--- config.mk ---
export PLATFORM = sky130hd
export DESIGN_NAME = vectrex_cart_loader
export DESIGN_NICKNAME = d
export VERILOG_FILES = /design/src/rtl/vectrex_cart_loader.sv
export SDC_FILE = /design/constraint.sdc
export NUM_CORES = 1
export LEC_CHECK = 0
export BUFFER_PORTS_ARGS = -buffer_cell sky130_fd_sc_hd__buf_2
export CAP_MARGIN = 10
export CORE_ASPECT_RATIO = 1.75
export CORE_UTILIZATION = 50
export CTS_CLUSTER_DIAMETER = 200
export DETAILED_ROUTE_END_ITERATION = 10
export GPL_TIMING_DRIVEN = 0
export PLACE_DENSITY = 0.74
export RECOVER_POWER = 25
export SKIP_LAST_GASP = 1
export SYNTH_ARGS = -nofsm -noshare
export SYNTH_HDL_FRONTEND = slang
export SYNTH_SLANG_ARGS = --single-unit
--- constraint.sdc ---
create_clock -name clk_sys -period 3.8 [get_ports clk_sys]
set_input_delay 0.38 -clock clk_sys [delete_from_list [all_inputs] [get_ports clk_sys]]
set_output_delay 0.38 -clock clk_sys [all_outputs]
set_load 0.1 [all_outputs]
--- src/rtl/vectrex_cart_loader.sv ---
// vectrex_cart_loader: streams HPS ioctl bytes into cartridge RAM with back-pressure,
// tracking the power-of-two address mask, loaded size and the "g GCE" header.
module vectrex_cart_loader #(
    parameter int ADDR_W  = 15,
    parameter int HDR_LEN = 5
) (
    input  logic              clk_sys,
    input  logic              reset_n,
    input  logic              ioctl_download,
    input  logic              ioctl_wr,
    input  logic [24:0]       ioctl_addr,
    input  logic [7:0]        ioctl_dout,
    output logic              ioctl_wait,
    output logic [ADDR_W-1:0] ram_addr,
    output logic [7:0]        ram_data,
    output logic              ram_req,
    input  logic              ram_ack,
    output logic [ADDR_W-1:0] cart_mask,
    output logic [ADDR_W:0]   cart_size,
    output logic              header_ok,
    output logic              overflow,
    output logic              busy,
    output logic              load_done
);
    typedef enum logic [1:0] {IDLE, LOAD, WRITE, FINISH} state_t;

    state_t            state;
    logic              dl_q;
    logic              hdr_match;
    logic              skid_v;
    logic [ADDR_W-1:0] skid_addr;
    logic [7:0]        skid_data;
    logic [ADDR_W-1:0] a;
    logic              in_range;
    logic              active;
    logic              accept;

    function automatic logic [7:0] sig_byte(input logic [ADDR_W-1:0] i);
        return i == 0 ? 8'h67 : i == 1 ? 8'h20 : i == 2 ? 8'h47 : i == 3 ? 8'h43 : 8'h45;
    endfunction

    assign a         = ioctl_addr[ADDR_W-1:0];
    assign in_range  = ioctl_addr[24:ADDR_W] == '0;
    assign active    = state == LOAD || state == WRITE;
    assign accept    = ioctl_wr && in_range && active;
    assign busy      = state != IDLE;
    assign load_done = state == FINISH;

    always_ff @(posedge clk_sys) begin
        if (!reset_n) begin
            state      <= IDLE;
            dl_q       <= 1'b0;
            ram_req    <= 1'b0;
            ioctl_wait <= 1'b0;
            ram_addr   <= '0;
            ram_data   <= '0;
            cart_mask  <= '0;
            cart_size  <= '0;
            header_ok  <= 1'b0;
            overflow   <= 1'b0;
            hdr_match  <= 1'b0;
            skid_v     <= 1'b0;
            skid_addr  <= '0;
            skid_data  <= '0;
        end else begin
            dl_q <= ioctl_download;
            // bookkeeping happens when a byte is taken, whether it goes straight out or into the skid slot
            if (accept) begin
                if ((a & ~cart_mask) != '0)
                    cart_mask <= {cart_mask[ADDR_W-2:0], 1'b1};
                if ({1'b0, a} >= cart_size)
                    cart_size <= {1'b0, a} + 1'b1;
                if (a < ADDR_W'(HDR_LEN) && ioctl_dout != sig_byte(a))
                    hdr_match <= 1'b0;
            end
            if (ioctl_wr && !in_range && active)
                overflow <= 1'b1;
            case (state)
                IDLE: if (ioctl_download && !dl_q) begin
                    cart_mask <= '0;
                    cart_size <= '0;
                    overflow  <= 1'b0;
                    hdr_match <= 1'b1;
                    state     <= LOAD;
                end
                LOAD: if (accept) begin
                    ram_addr   <= a;
                    ram_data   <= ioctl_dout;
                    ram_req    <= 1'b1;
                    ioctl_wait <= 1'b1;
                    state      <= WRITE;
                end else if (!ioctl_download) begin
                    state <= FINISH;
                end
                WRITE: begin
                    if (accept) begin
                        skid_v    <= 1'b1;
                        skid_addr <= a;
                        skid_data <= ioctl_dout;
                    end
                    if (ram_ack) begin
                        if (skid_v) begin
                            ram_addr <= skid_addr;
                            ram_data <= skid_data;
                            skid_v   <= 1'b0;
                        end else begin
                            ram_req    <= 1'b0;
                            ioctl_wait <= 1'b0;
                            state      <= ioctl_download ? LOAD : FINISH;
                        end
                    end
                end
                FINISH: begin
                    header_ok <= hdr_match && cart_size >= (ADDR_W+1)'(HDR_LEN);
                    state     <= IDLE;
                end
                default: state <= IDLE;
            endcase
        end
    end
endmodule

==> results by stage <==
Run status:
- The flow ran to the end, and the final reports show no timing, DRC or antenna violations.

Layout:
- The number of antenna diodes in the final layout is 0.
- The synthesis-to-finish area growth is 19.8%.
- At the end of the flow, the number of nets in the layout was about 700.
- The fraction of layout instances using a drive strength above 1 is 18.3%.

Global route:
- The pin count of the biggest net entering global routing is 14.
- The overall global routing resource usage is 28.4%.
- The global-route congestion overflow total is 0.
- The via count of the first global-routing pass is 4163.
- The number of antenna violations at the first check in global routing is 0.
- The first-pass GRT wire length is 20500 um.

STA:
- The number of hold violations in the final report is 0.
- The worst hold margin is 283 ps.
- Setup repair after global routing left no endpoint under its margin.
- Headroom to the max-slew limit came out at a little over a fifth.
- The shortest period the worst path allows is 2530 ps.
- For the pin with the worst max-slew slack, the measured transition is 1190 ps.
- Setup violations remaining at the end of the flow were counted as 0.
- The final-report max-slew violation count is 0.
- Across the routed clock network, the largest skew measured is roughly 10 ps.
- After layout, the worst path uses 66.7% of the clock period.
- Setup total negative slack on the finished layout was measured at 0 ps.
- For this run, the top clock speed supported by timing is 395 MHz.

Setup path:
- The critical path goes through inv_1 > ha_1 > a21o_1 > a2111oi_2 > o21ai_1 > a221oi_2 > buf_6 > nor3_1 > nor3_2.
- The data arrival time at the worst-slack endpoint is approximately 2800 ps.
- The worst setup path is launched from a flop.
- The endpoint kind of the worst setup timing path is a flop.
- The worst setup path is of the reg2reg kind.
- The endpoint required time on the critical path is 4060 ps.
- The critical path contains buffers and inverters numbering 2 combined.
- The master of the slowest instance on the critical path is a221oi_2.
- Broken down by cell family, the worst path's largest delay share belongs to compound AO/OA/AOI/OAI gates.
- The critical path's largest stage delay is 560 ps.
- In this run the worst path has a maximum fanout of 10.

Route:
- The number of optimization iterations in the first detailed-route pass is 5.
- The total routed wirelength is 12900 um.
- After detailed routing, the number of remaining DRC violations is 0.
- The via total after detailed routing is 4241.
- The number of vias per cell after detailed routing is 5.54.
- The count of routing violations after the opening detailed-route iteration is 268.
- The mean routed wirelength per cell is 16.9 um.
- Once detail routing completed, the nets flagged for antenna violations numbered 0.

Clocking:
- The clock-pin transition on the worst setup and hold timing paths is 60 ps.
- The root buffer selected by CTS is clkbuf_16.
- The H-tree was split into 3 levels.
- The worst-skew pair later-pin latency is around 340 ps.
- The number of buffers added for setup after CTS is 0.
- TritonCTS built the clock tree.
- The number of clock buffers added by TritonCTS is 9.
- The number of instances resized during post-cts repair is 0.
- The number of buffers inserted for hold repair after clock tree synthesis is 0.
- The number of buffers between clock root and the deepest sink is 2.
- The clock sink count is 85.

Placed design:
- The congestion estimate from routability-driven global placement came to 0.887.
- The number of I/O port buffers is 96.
- The HPWL after detailed placement is around 9900 um.

Synthesis:
- The gate count of the mapped netlist is 534.
- The total standard cell area after synthesis is between 0.004 and 0.005 mm2.
- The simple logic cell fraction of the synthesized area is 21.5%.
- The XOR/XNOR share of the synthesized area is 2.66%.
- The mean instance size in the synthesized netlist is 8.63 um2.
- The synthesized design contains 85 register bits.
- The number of library cell types mapped by synthesis is 54.
- The share of synthesized cell area in full adder, half adder and majority cells is ~6.2%.
- The share of async-settable or async-resettable flops after synthesis is 0%.
- The synthesized netlist devotes 21.0% of its cell area to compound gates.
- The post-synthesis net count is 595.
- The combinational family with the most area after synthesis is simple AND/OR/NAND/NOR gates.
- In the synthesized netlist, mux cells make up 5.21% of the area.
- The part of the Yosys area used for sequential elements is 36.9%.
- The count of flip-flops with a built-in enable after synthesis is 0.
- The primary flip-flop cell chosen by synthesis mapping is dfxtp_1.
- The Yosys step of the flow raised 0 warnings.

Job:
- The tool flagged a number of max-cap violations equal to 0.

Min path:
- The class of the most critical hold timing path is in2reg.

Floorplanning:
- The number of rows created at floorplan is 46.
- Once the floorplan was initialized, standard cells occupied 51.3% of the core.
- The vertical die dimension is 129 um.
- The top-level port count is between 90 and 100.
- The placeable core area is between 0.008 and 0.009 mm2.
- The area enclosed by the die boundary is 0.00962 mm2.
- The die boundary width is about 75 um.

Power:
- For this design the ratio of total power to cell area is 626 mW/mm2.
- The standby leakage power is 2.30 nW.
- The worst-case IR drop observed on VDD is 0.000601 V.
-- kinds of logic (layout without fill, tap and decap cells) --
group,after synthesis,in the layout
flip-flops,85,85
buffers and inverters,69,181
AO/OA/AOI/OAI,125,125
AND/OR/NAND/NOR,194,194
adder cells (fa/ha/maj),23,23
XOR/XNOR,14,14
multiplexers,24,24
-- final timing paths --
| check | start | to | slack (ps) | depth (start not counted) |
|---|---|---|---|---|
| setup reg to reg | cart_size[4]$_SDFF_PN0_ | cart_size[9]$_SDFF_PN0_ | 1270 | 9 |
| hold reg to reg | skid_addr[2]$_SDFFE_PN0P_ | skid_addr[2]$_SDFFE_PN0P_ | 460 | 2 |
| setup / recovery | cart_size[4]$_SDFF_PN0_ | cart_size[9]$_SDFF_PN0_ | 1270 | 9 |
| hold / removal | ioctl_download | dl_q$_SDFF_PN0_ | 280 | 2 |
-- power by group --
group	total, W	switching (W)	internal [W]
Clock	0.000962	0.000353	0.000610
Combinational	0.00143	0.00117	0.000258
Sequential	0.00106	0.0000608	0.00100
-- synth_stat cells, types with 2 or more instances --
library cell,n,area (um2)
a21boi_0,23,173
a21boi_1,2,15.0
a21o_1,4,30.0
a21oi_1,17,85.1
a21oi_2,8,70.1
a31oi_1,3,18.8
and2_1,5,31.3
buf_2,10,50.1
buf_4,2,15.0
buf_6,2,22.5
clkbuf_1,19,71.3
dfxtp_1,85,1700
ha_1,23,288
inv_1,35,131
mux2i_1,24,240
nand2_1,85,319
nand2b_1,4,25.0
nand3_1,11,55.1
nand4_1,7,43.8
nor2_1,27,101
nor2b_1,3,18.8
nor3_1,22,110
nor3_2,10,100
nor4_1,8,50.1
nor4_4,2,42.5
o2111ai_1,2,17.5
o211a_1,23,230
o211ai_1,15,113
o21ai_0,9,45.0
o21bai_1,2,15.0
o22ai_1,7,43.8
xnor2_1,10,87.6
xor2_1,4,35.0
-- cell type report --
cell class                 instances  area [um2]
buffer                            34         163
clock buffer                      12         256
clock inverter                     4        70.1
fill                             838        3460
inverter                          35         131
multi-input combinational        380        2610
sequential                        85        1700
tap                              120         150
timing repair buffer              96         437
-- through the flow --
step	worst slack [ps]	utilization (%)	power [W]	area [um2]	cells
finish	1270	61.5	0.00345	5520	766
global route	1120	61.5	0.00359	5520	766
CTS	1250	62.0	0.00349	5570	766
detailed placement	1140	58.3	0.00253	5240	750
global placement	1220	58.3	0.00251	5240	750
floorplan	837	-	0.00226	4610	534
-- worst register-to-register path, cell delays in order (launching register included) --
cell,delay (ps)
dfxtp_1,410
inv_1,70
ha_1,290
a21o_1,200
a2111oi_2,340
o21ai_1,170
a221oi_2,560
buf_6,210
nor3_1,70
nor3_2,140
-- layer usage --
metal  up-vias  global-route usage, %  part of all wire, %
met5         -                      0                    0
met4         0                   16.2                  4.1
met3        33                   3.45                  4.0
met2       120                   50.6                   53
met1      2003                   31.5                   39
li1       2085                      -                    -
-- cell usage in the layout (no fill, tap or decap), types with 10 or more instances in the layout --
| cell type | count |
|---|---|
| nand2_1 | 85 |
| dfxtp_1 | 85 |
| buf_2 | 71 |
| clkbuf_1 | 55 |
| inv_1 | 35 |
| nor2_1 | 27 |
| mux2i_1 | 24 |
| a21boi_0 | 23 |
| o211a_1 | 23 |
| ha_1 | 23 |
| nor3_1 | 22 |
| a21oi_1 | 17 |
| o211ai_1 | 15 |
| nand3_1 | 11 |
| xnor2_1 | 10 |
| nor3_2 | 10 |
-- flip-flops by register name (all words and copies together) (netlist names), 2 cells and up --
register,count
cart_size,16
cart_mask,15
skid_addr,15
ram_data,8
skid_data,8
state,2
ram_addr,15
No activity file was read; power rests on OpenSTA's default activity.
